## src/rtl/regfile_pkg.sv

```systemverilog
// Shared constants, default-configuration types and the port-priority helper
// used by the multi-port register file.
package regfile_pkg;

    localparam int DATA_W_DEF   = 32;
    localparam int NUM_REGS_DEF = 32;
    localparam int MAX_PORTS    = 16;
    localparam int PORT_IDX_W   = $clog2(MAX_PORTS);

    typedef logic [$clog2(NUM_REGS_DEF)-1:0] reg_addr_t;
    typedef logic [DATA_W_DEF-1:0]           reg_data_t;

    typedef struct packed {
        logic                  hit;
        logic [PORT_IDX_W-1:0] idx;
    } port_match_t;

    // Scans upward so the highest-index matching port overrides lower ones.
    function automatic port_match_t highest_match(input logic [MAX_PORTS-1:0] matchVec);
        port_match_t res;
        res.hit = 1'b0;
        res.idx = '0;
        for (int p = 0; p < MAX_PORTS; p++) begin
            if (matchVec[p]) begin
                res.hit = 1'b1;
                res.idx = PORT_IDX_W'(p);
            end
        end
        return res;
    endfunction

endpackage

```

## src/rtl/regfile_mp_scoreboard.sv

```systemverilog
// Per-register busy scoreboard: producers set a bit at issue, writeback clears it.
module regfile_scoreboard
    import regfile_pkg::*;
#(
    parameter int NUM_REGS = NUM_REGS_DEF,
    parameter int NUM_RD   = 2,
    parameter int NUM_WR   = 2,
    parameter int ZERO_REG = 1,
    parameter int BYPASS   = 1,
    parameter int ADDR_W   = $clog2(NUM_REGS)
) (
    input  logic                           clk_i,
    input  logic                           rst_i,
    input  logic [NUM_WR-1:0]              wr_en_i,
    input  logic [NUM_WR-1:0][ADDR_W-1:0]  wr_addr_i,
    input  logic                           bsy_set_i,
    input  logic [ADDR_W-1:0]              bsy_addr_i,
    input  logic [NUM_RD-1:0][ADDR_W-1:0]  rd_addr_i,
    output logic [NUM_RD-1:0]              rd_busy_o,
    output logic [NUM_REGS-1:0]            busy_o
);

    logic [NUM_REGS-1:0] r_busy;
    logic [NUM_REGS-1:0] w_clr;
    logic [NUM_REGS-1:0] w_busyNext;

    // A set on the same edge as a clear wins: the new producer re-claims the register.
    always_comb begin
        w_clr      = '0;
        w_busyNext = '0;
        for (int a = 0; a < NUM_REGS; a++) begin
            for (int p = 0; p < NUM_WR; p++) begin
                if (wr_en_i[p] && (wr_addr_i[p] == ADDR_W'(a))) begin
                    w_clr[a] = 1'b1;
                end
            end
            w_busyNext[a] = (bsy_set_i && (bsy_addr_i == ADDR_W'(a))) || (r_busy[a] && !w_clr[a]);
        end
        if (ZERO_REG != 0) begin
            w_busyNext[0] = 1'b0;
        end
    end

    always_ff @(posedge clk_i or posedge rst_i) begin
        if (rst_i) begin
            r_busy <= '0;
        end else begin
            r_busy <= w_busyNext;
        end
    end

    always_comb begin
        rd_busy_o = '0;
        for (int r = 0; r < NUM_RD; r++) begin
            rd_busy_o[r] = r_busy[rd_addr_i[r]]
                           && !((BYPASS != 0) && !rst_i && w_clr[rd_addr_i[r]]);
        end
    end

    assign busy_o = r_busy;

endmodule

```

## src/rtl/regfile_mp.sv

```systemverilog
// Parametrised multi-port register file with write-to-read bypass, write-port
// priority, optional hardwired zero register and a busy scoreboard.
module regfile_mp
    import regfile_pkg::*;
#(
    parameter  int DATA_W   = DATA_W_DEF,
    parameter  int NUM_REGS = NUM_REGS_DEF,
    parameter  int NUM_RD   = 2,
    parameter  int NUM_WR   = 2,
    parameter  int ZERO_REG = 1,
    parameter  int BYPASS   = 1,
    localparam int ADDR_W   = $clog2(NUM_REGS)
) (
    input  logic                           clk_i,
    input  logic                           rst_i,
    input  logic [NUM_RD-1:0][ADDR_W-1:0]  rd_addr_i,
    output logic [NUM_RD-1:0][DATA_W-1:0]  rd_data_o,
    output logic [NUM_RD-1:0]              rd_busy_o,
    input  logic [NUM_WR-1:0]              wr_en_i,
    input  logic [NUM_WR-1:0][ADDR_W-1:0]  wr_addr_i,
    input  logic [NUM_WR-1:0][DATA_W-1:0]  wr_data_i,
    input  logic                           bsy_set_i,
    input  logic [ADDR_W-1:0]              bsy_addr_i,
    output logic [NUM_REGS-1:0]            busy_o
);

    logic [DATA_W-1:0]    r_regs [NUM_REGS];
    logic [NUM_WR-1:0]    w_wrValid;
    logic [MAX_PORTS-1:0] w_hitVec [NUM_RD];
    port_match_t          w_match  [NUM_RD];

    always_comb begin
        w_wrValid = '0;
        for (int p = 0; p < NUM_WR; p++) begin
            w_wrValid[p] = wr_en_i[p] && !((ZERO_REG != 0) && (wr_addr_i[p] == '0));
        end
    end

    // Later ports are assigned last, so the highest-index port wins a collision.
    always_ff @(posedge clk_i or posedge rst_i) begin
        if (rst_i) begin
            for (int i = 0; i < NUM_REGS; i++) begin
                r_regs[i] <= '0;
            end
        end else begin
            for (int p = 0; p < NUM_WR; p++) begin
                if (w_wrValid[p]) begin
                    r_regs[wr_addr_i[p]] <= wr_data_i[p];
                end
            end
        end
    end

    always_comb begin
        for (int r = 0; r < NUM_RD; r++) begin
            w_hitVec[r] = '0;
            for (int p = 0; p < NUM_WR; p++) begin
                w_hitVec[r][p] = w_wrValid[p] && (wr_addr_i[p] == rd_addr_i[r]);
            end
            w_match[r] = highest_match(w_hitVec[r]);

            if ((ZERO_REG != 0) && (rd_addr_i[r] == '0)) begin
                rd_data_o[r] = '0;
            end else begin
                rd_data_o[r] = r_regs[rd_addr_i[r]];
            end

            // Forwarding is held off during reset so held outputs stay zero.
            if ((BYPASS != 0) && !rst_i && w_match[r].hit) begin
                for (int p = 0; p < NUM_WR; p++) begin
                    if (w_match[r].idx == PORT_IDX_W'(p)) begin
                        rd_data_o[r] = wr_data_i[p];
                    end
                end
            end
        end
    end

    regfile_scoreboard #(
        .NUM_REGS (NUM_REGS),
        .NUM_RD   (NUM_RD),
        .NUM_WR   (NUM_WR),
        .ZERO_REG (ZERO_REG),
        .BYPASS   (BYPASS),
        .ADDR_W   (ADDR_W)
    ) u_scoreboard (
        .clk_i      (clk_i),
        .rst_i      (rst_i),
        .wr_en_i    (wr_en_i),
        .wr_addr_i  (wr_addr_i),
        .bsy_set_i  (bsy_set_i),
        .bsy_addr_i (bsy_addr_i),
        .rd_addr_i  (rd_addr_i),
        .rd_busy_o  (rd_busy_o),
        .busy_o     (busy_o)
    );

endmodule
```

## config.mk

```make
export PLATFORM = sky130hd
export DESIGN_NAME = regfile_mp
export DESIGN_NICKNAME = d
export VERILOG_FILES = /design/src/rtl/regfile_pkg.sv /design/src/rtl/regfile_mp_scoreboard.sv /design/src/rtl/regfile_mp.sv
export SDC_FILE = /design/constraint.sdc
export NUM_CORES = 2
export LEC_CHECK = 0
export CAP_MARGIN = 30
export CORE_MARGIN = 5
export CORE_UTILIZATION = 25
export CTS_BUF_LIST = sky130_fd_sc_hd__clkbuf_16
export DETAILED_ROUTE_END_ITERATION = 10
export PLACE_DENSITY = 0.44
export SLEW_MARGIN = 30
export SYNTH_ARGS = -nofsm -noshare
export SYNTH_HDL_FRONTEND = slang
export SYNTH_HIERARCHICAL = 1
export SYNTH_SLANG_ARGS = --single-unit
```

## constraint.sdc

```tcl
create_clock -name clk_i -period 79.6 [get_ports clk_i]
set_input_delay 7.96 -clock clk_i [delete_from_list [all_inputs] [get_ports clk_i]]
set_output_delay 7.96 -clock clk_i [all_outputs]
set_load 0.02 [all_outputs]
```

# Word-level counts from Yosys, hierarchy flattened
# Index checks and enable logic that the tools add are counted.
# W data, S select, Z words.
[totals]
reg_bits = 1055
elab_cells = 455
[op_classes]
n_mux = 98
eq_ne = 99
n_bitwise = 4
n_lt_le_gt_ge = 8
reduce_logical = 213
[op_table]
columns = ["op", "n"]
rows = [
  ["$bwmux W1024", 2],
  ["$mux W1024", 2],
  ["$mux W32", 14],
  ["$bmux W32 S5", 2],
  ["$demux W32 S5", 2],
  ["$eq A5 B5 Y1 const B", 48],
  ["$logic_and A1 B1 Y1", 140],
  ["$eq A5 B4 Y1 const B", 24],
  ["$mux W1", 68],
  ["$eq A5 B3 Y1 const B", 12],
  ["$logic_not A1 Y1", 36],
  ["$logic_or A1 B1 Y1", 31],
  ["$eq A5 B2 Y1 const B", 6],
  ["$ge A6 B6 Y1 const B", 4],
  ["$not A5 Y6", 4],
  ["$bmux W1 S5", 4],
  ["$eq A5 B5 Y1", 4],
  ["$logic_not A5 Y1", 4],
  ["$mux W5", 4],
  ["$eq A5 B1 Y1 const B", 3],
  ["$lt A5 B6 Y1 const B", 2],
  ["$lt A6 B1 Y1 const B", 2],
  ["$eq A4 B1 Y1 const B", 2],
  ["$logic_not A4 Y1", 2],
]

# Logic depth before layout (Yosys ltp)
[depth]
ltp_word = 10
mapped_depth = 10
depth_no_buf = 6

# Cells and area by module
# Netlist, hierarchy kept.
[modules_own_cells]
columns = ["module", "area_each_um2", "seq_area_each_um2", "instances", "cells_per_inst"]
rows = [
  ["regfile_mp", 63793.7, 25624.6, 1, 5982],
  ["regfile_scoreboard", 3178.0, 775.7, 1, 325],
]

# Worst setup path before layout
# Ideal clock, no wire load.
[synth_path]
path_type = "in2out"
start = "input rst_i"
end = "output rd_data_o[10] (netlist bit)"
t_arrival_ps = 32425
path_stages = 6
setup_slack_ps = 39215
t_required_ps = 71640
n_path_buf = 2
cell_sequence = "inv_1 nand3_1 and2_1 clkbuf_1 clkbuf_1 o22ai_1"
[synth_rtl]
columns = ["element", "line", "source"]
rows = [
  ["start, declared", "regfile_mp.sv:15", "input logic rst_i,"],
  ["end, declared", "regfile_mp.sv:17", "output logic [NUM_RD-1:0][DATA_W-1:0] rd_data_o,"],
]

==> metrics.md <==
| Metric | Value |
|---|---|
| Status | `finished, final reports clean` |
| CP top delay family | `buffers and inverters` |
| Clk sinks | `1055` |
| Worst Tran Pin Value | `about 1.1 ns` |
| Crit path launch type | `primary input` |
| Die W | `528 um` |
| Hold depth | `0` |
| Syn_area_per_cell | `around 11 um^2` |
| Worst path bufs/invs | `6` |
| CTS H-tree lvls | `4` |
| Post-synth EDFFs | `0` |
| Reg2reg end | `r_regs[732]$_DFF_PP0_` |
| Max-cap violations | `0` |
| Row count | `190` |
| Setup repair bufs after CTS | `0` |
| Clock latency on the worst-skew pair | `0.80 ns` |
| Net Count, Synth | `6401` |
| Core area | `267000 um^2` |
| Post-Route WL | `328000 um` |
| Critical path startpoint | `rd_addr_i[5]` |
| Cell internal pwr | `0.00127 W` |
| Sequential cell area fraction in the yosys report | `39.4%` |
| Max clock buf depth | `3` |
| Final Max Tran Viols | `0` |
| Layout cells sized above 1 | `around 16%` |
| Peak VDD IR | `0.0250 mV` |
| Die area | `278000 um^2` |
| Sw power | `around 0.00062 W` |
| DRC viols | `0` |
| Worst Setup End Kind | `primary output` |
| Crit path depth | `10` |
| Hold_ws | `0.393 ns` |
| Leak | `31.4 nW` |
| Inserted Clock Buffers | `131` |
| I/O Buffers | `190` |
| Multi-input gate area | `37100 um^2` |
| Root Driver | `clkbuf_16` |
| Final setup viols | `0` |
| Largest net degree at the start of global routing | `172` |
| Die Ht | `between 500 and 600 um` |
| DR vias | `56.0k` |
| Fin. Hold Viols | `0` |
| Post-DP Area | `71700 um^2` |
| Synth Flop Type | `dfrtp_1` |
| Finished Cell Area | `76000 um^2` |
| Power per cell area | `24.8 nW/um^2` |
| Wirelength per Cell | `34.0 um` |
| Hold crit path type | `flop to flop` |
| DR vias/cell | `5.81` |
| Biggest area consumer among synthesized cells | `dfrtp_1` |
| Post-Syn Instances | `6307` |
| Most frequent cell after synthesis | `dfrtp_1` |
| Switching part of the total power | `32.8%` |
| Post-place setup slack | `57.91 ns` |
| IO Pins | `192` |
| Crit Path Class | `primary input to primary output` |
| GR Util All Layers | `22.8%` |
| Initial core utilization | `roughly a quarter` |
| Post-synthesis async set-or-reset flop share | `100%` |
| Synth cell count leaders | `dfrtp_1, mux2i_1, nor2_1, a21oi_1, clkbuf_1` |
| Gate power share | `26.2%` |
| CP max stage delay | `0.71 ns` |
| Worst EP required | `between 70 and 80 ns` |
| Cells along the critical path | `buf_8 -> buf_4 -> buf_4 -> buf_6 -> buf_6 -> mux4_1 -> o22ai_1 -> or4_1 -> o22ai_1 -> clkdlybuf4s50_1` |
| Relative slew slack | `just under 30%` |
| FMAX | `0.0469 GHz` |
| Antenna viol nets, final | `0` |
| Final min period | `around 21 ns` |
| Worst Setup EP | `rd_data_o[35]` |
| CTS tree | `built` |
| Top post-synthesis cells by area | `dfrtp_1, mux4_2, mux2i_1, a21oi_1, nor2_1` |
| CP max stage cell | `or4_1` |
| Clock share of power | `32.0%` |
| Register share of total power | `41.8%` |
| # nets final | `between 6k and 7k` |
| Reg2reg start | `r_regs[732]$_DFF_PP0_` |
| Area share of the largest cell type after synthesis | `about two fifths` |
| Setup ws final | `58.29 ns` |
| Setup Skew | `0 ns` |
| DR iter-0 viols | `approximately 7.6k` |
| Area growth syn-to-layout | `13.5%` |
| Worst-path clk slew | `0.06 ns` |
| RSZ-0062 raised after global routing | `false` |
| FF/Latch Area | `26400 um^2` |
| Synthesized area | `approximately 67000 um^2` |
| Period utilization | `~27%` |
| Gp weighted congestion | `0.834` |
| Initial antenna violation count | `15` |
| First-pass GRT wire length | `450000 um` |
| DP HPWL | `184000 um` |
| Reg2reg path depth | `3` |
| Hold-fix buffers, CTS | `0` |
| Worst R2R Setup Slack | `roughly 79 ns` |
| Gr ovfl total | `0` |
| First-pass DRT Iterations | `6` |
| Yosys warns | `6` |
| Crit Path Max Fanout | `55` |
| Worst path arrival time | `between 10 and 15 ns` |
| Number of global-route vias before repair | `53.2k` |
| Fillcell total | `27.7k` |
| Setup_tns | `0 ns` |
| # resized after CTS | `0` |
| Synth unique cells | `83` |
| FF+latch count, synth | `1055` |
==> sequential cells by signal (all words and copies together) (netlist names) <==
signal,cells
r_regs,1024
u_scoreboard/busy_o,31
==> cell type report <==
cell class              instances  share of cell area, %
repair buffers                406                   5.05
multi-input cells            4381                   48.8
clock inverters                98                   1.14
well taps                    3552                   5.85
inverters                      14                 0.0856
diodes                          9                 0.0296
flip-flops and latches       1055                   34.7
clock buffers                 132                   4.35
==> worst min path at each step <==
stage | to | startpoint
2_1_floorplan | r_regs[1000]$_DFF_PP0_ | r_regs[1000]$_DFF_PP0_
3_3_place_gp | r_regs[1000]$_DFF_PP0_ | r_regs[1000]$_DFF_PP0_
3_5_place_dp | r_regs[1016]$_DFF_PP0_ | r_regs[1016]$_DFF_PP0_
4_1_cts | r_regs[997]$_DFF_PP0_ | r_regs[997]$_DFF_PP0_
5_1_grt | r_regs[1011]$_DFF_PP0_ | r_regs[1011]$_DFF_PP0_
6_report | r_regs[992]$_DFF_PP0_ | r_regs[992]$_DFF_PP0_
==> metal layers <==
layer	track usage (%)	routed length (um)
met2	34.1	143000
met3	5.52	31500
met1	31.5	138000
met5	0	72
met4	9.26	15300
==> power by group through the flow <==
stage               Clock [W]  Combinational (W)  Sequential [W]
floorplan                   0           0.000360        0.000759
global placement            0           0.000484        0.000786
detailed placement          0           0.000493        0.000792
CTS                  0.000613           0.000493        0.000784
global route         0.000631           0.000533        0.000804
finish               0.000604           0.000494        0.000790
==> stage by stage <==
step | total power, W | instances | util (%)
floorplan | 0.00112 | 6307 | -
global placement | 0.00127 | 9399 | 26.7
detailed placement | 0.00128 | 9405 | 26.8
CTS | 0.00189 | 9635 | 28.4
global route | 0.00197 | 9641 | 28.4
finish | 0.00189 | 9647 | 28.4
==> placed cells by master, fill, tap and decap left out, types with 9 or more instances in the layout <==
cell type           n
dfrtp_1          1055
mux2i_1           892
nor2_1            702
a21oi_1           689
mux4_2            486
nand2_1           339
o21ai_0           328
o22ai_1           316
clkdlybuf4s50_1   185
buf_4             182
a32oi_1           160
clkbuf_16         132
or4_1              62
mux4_1             45
inv_1              41
clkinv_1           32
nand2_4            27
a22oi_1            24
nor2b_1            22
nor2_4             21
buf_6              21
nand3_1            19
a22o_1             18
nand2b_1           16
nor3_1             15
xor2_1             14
clkinv_2           13
diode_2             9
nand4_1             9
a32o_1              9
==> worst register-to-register path, cell delays in order, from the launching register on <==
cell and delay, ns:
dfrtp_1 0.41, mux2_2 0.28, nor2_1 0.09, a21oi_1 0.05
==> logic make-up after synthesis <==
group | count (synthesis) | share of synthesized area, %
DFF | 1055 | 39.4
other | 1 | 0.00560
xor gates and xnor gates | 22 | 0.288
buffers and inverters | 871 | 6.06
muxes | 1425 | 31.5
AOI/OAI and AO/OA | 1600 | 14.1
and+or+nand+nor | 1333 | 8.68
Power figures use the tool's default switching activity.
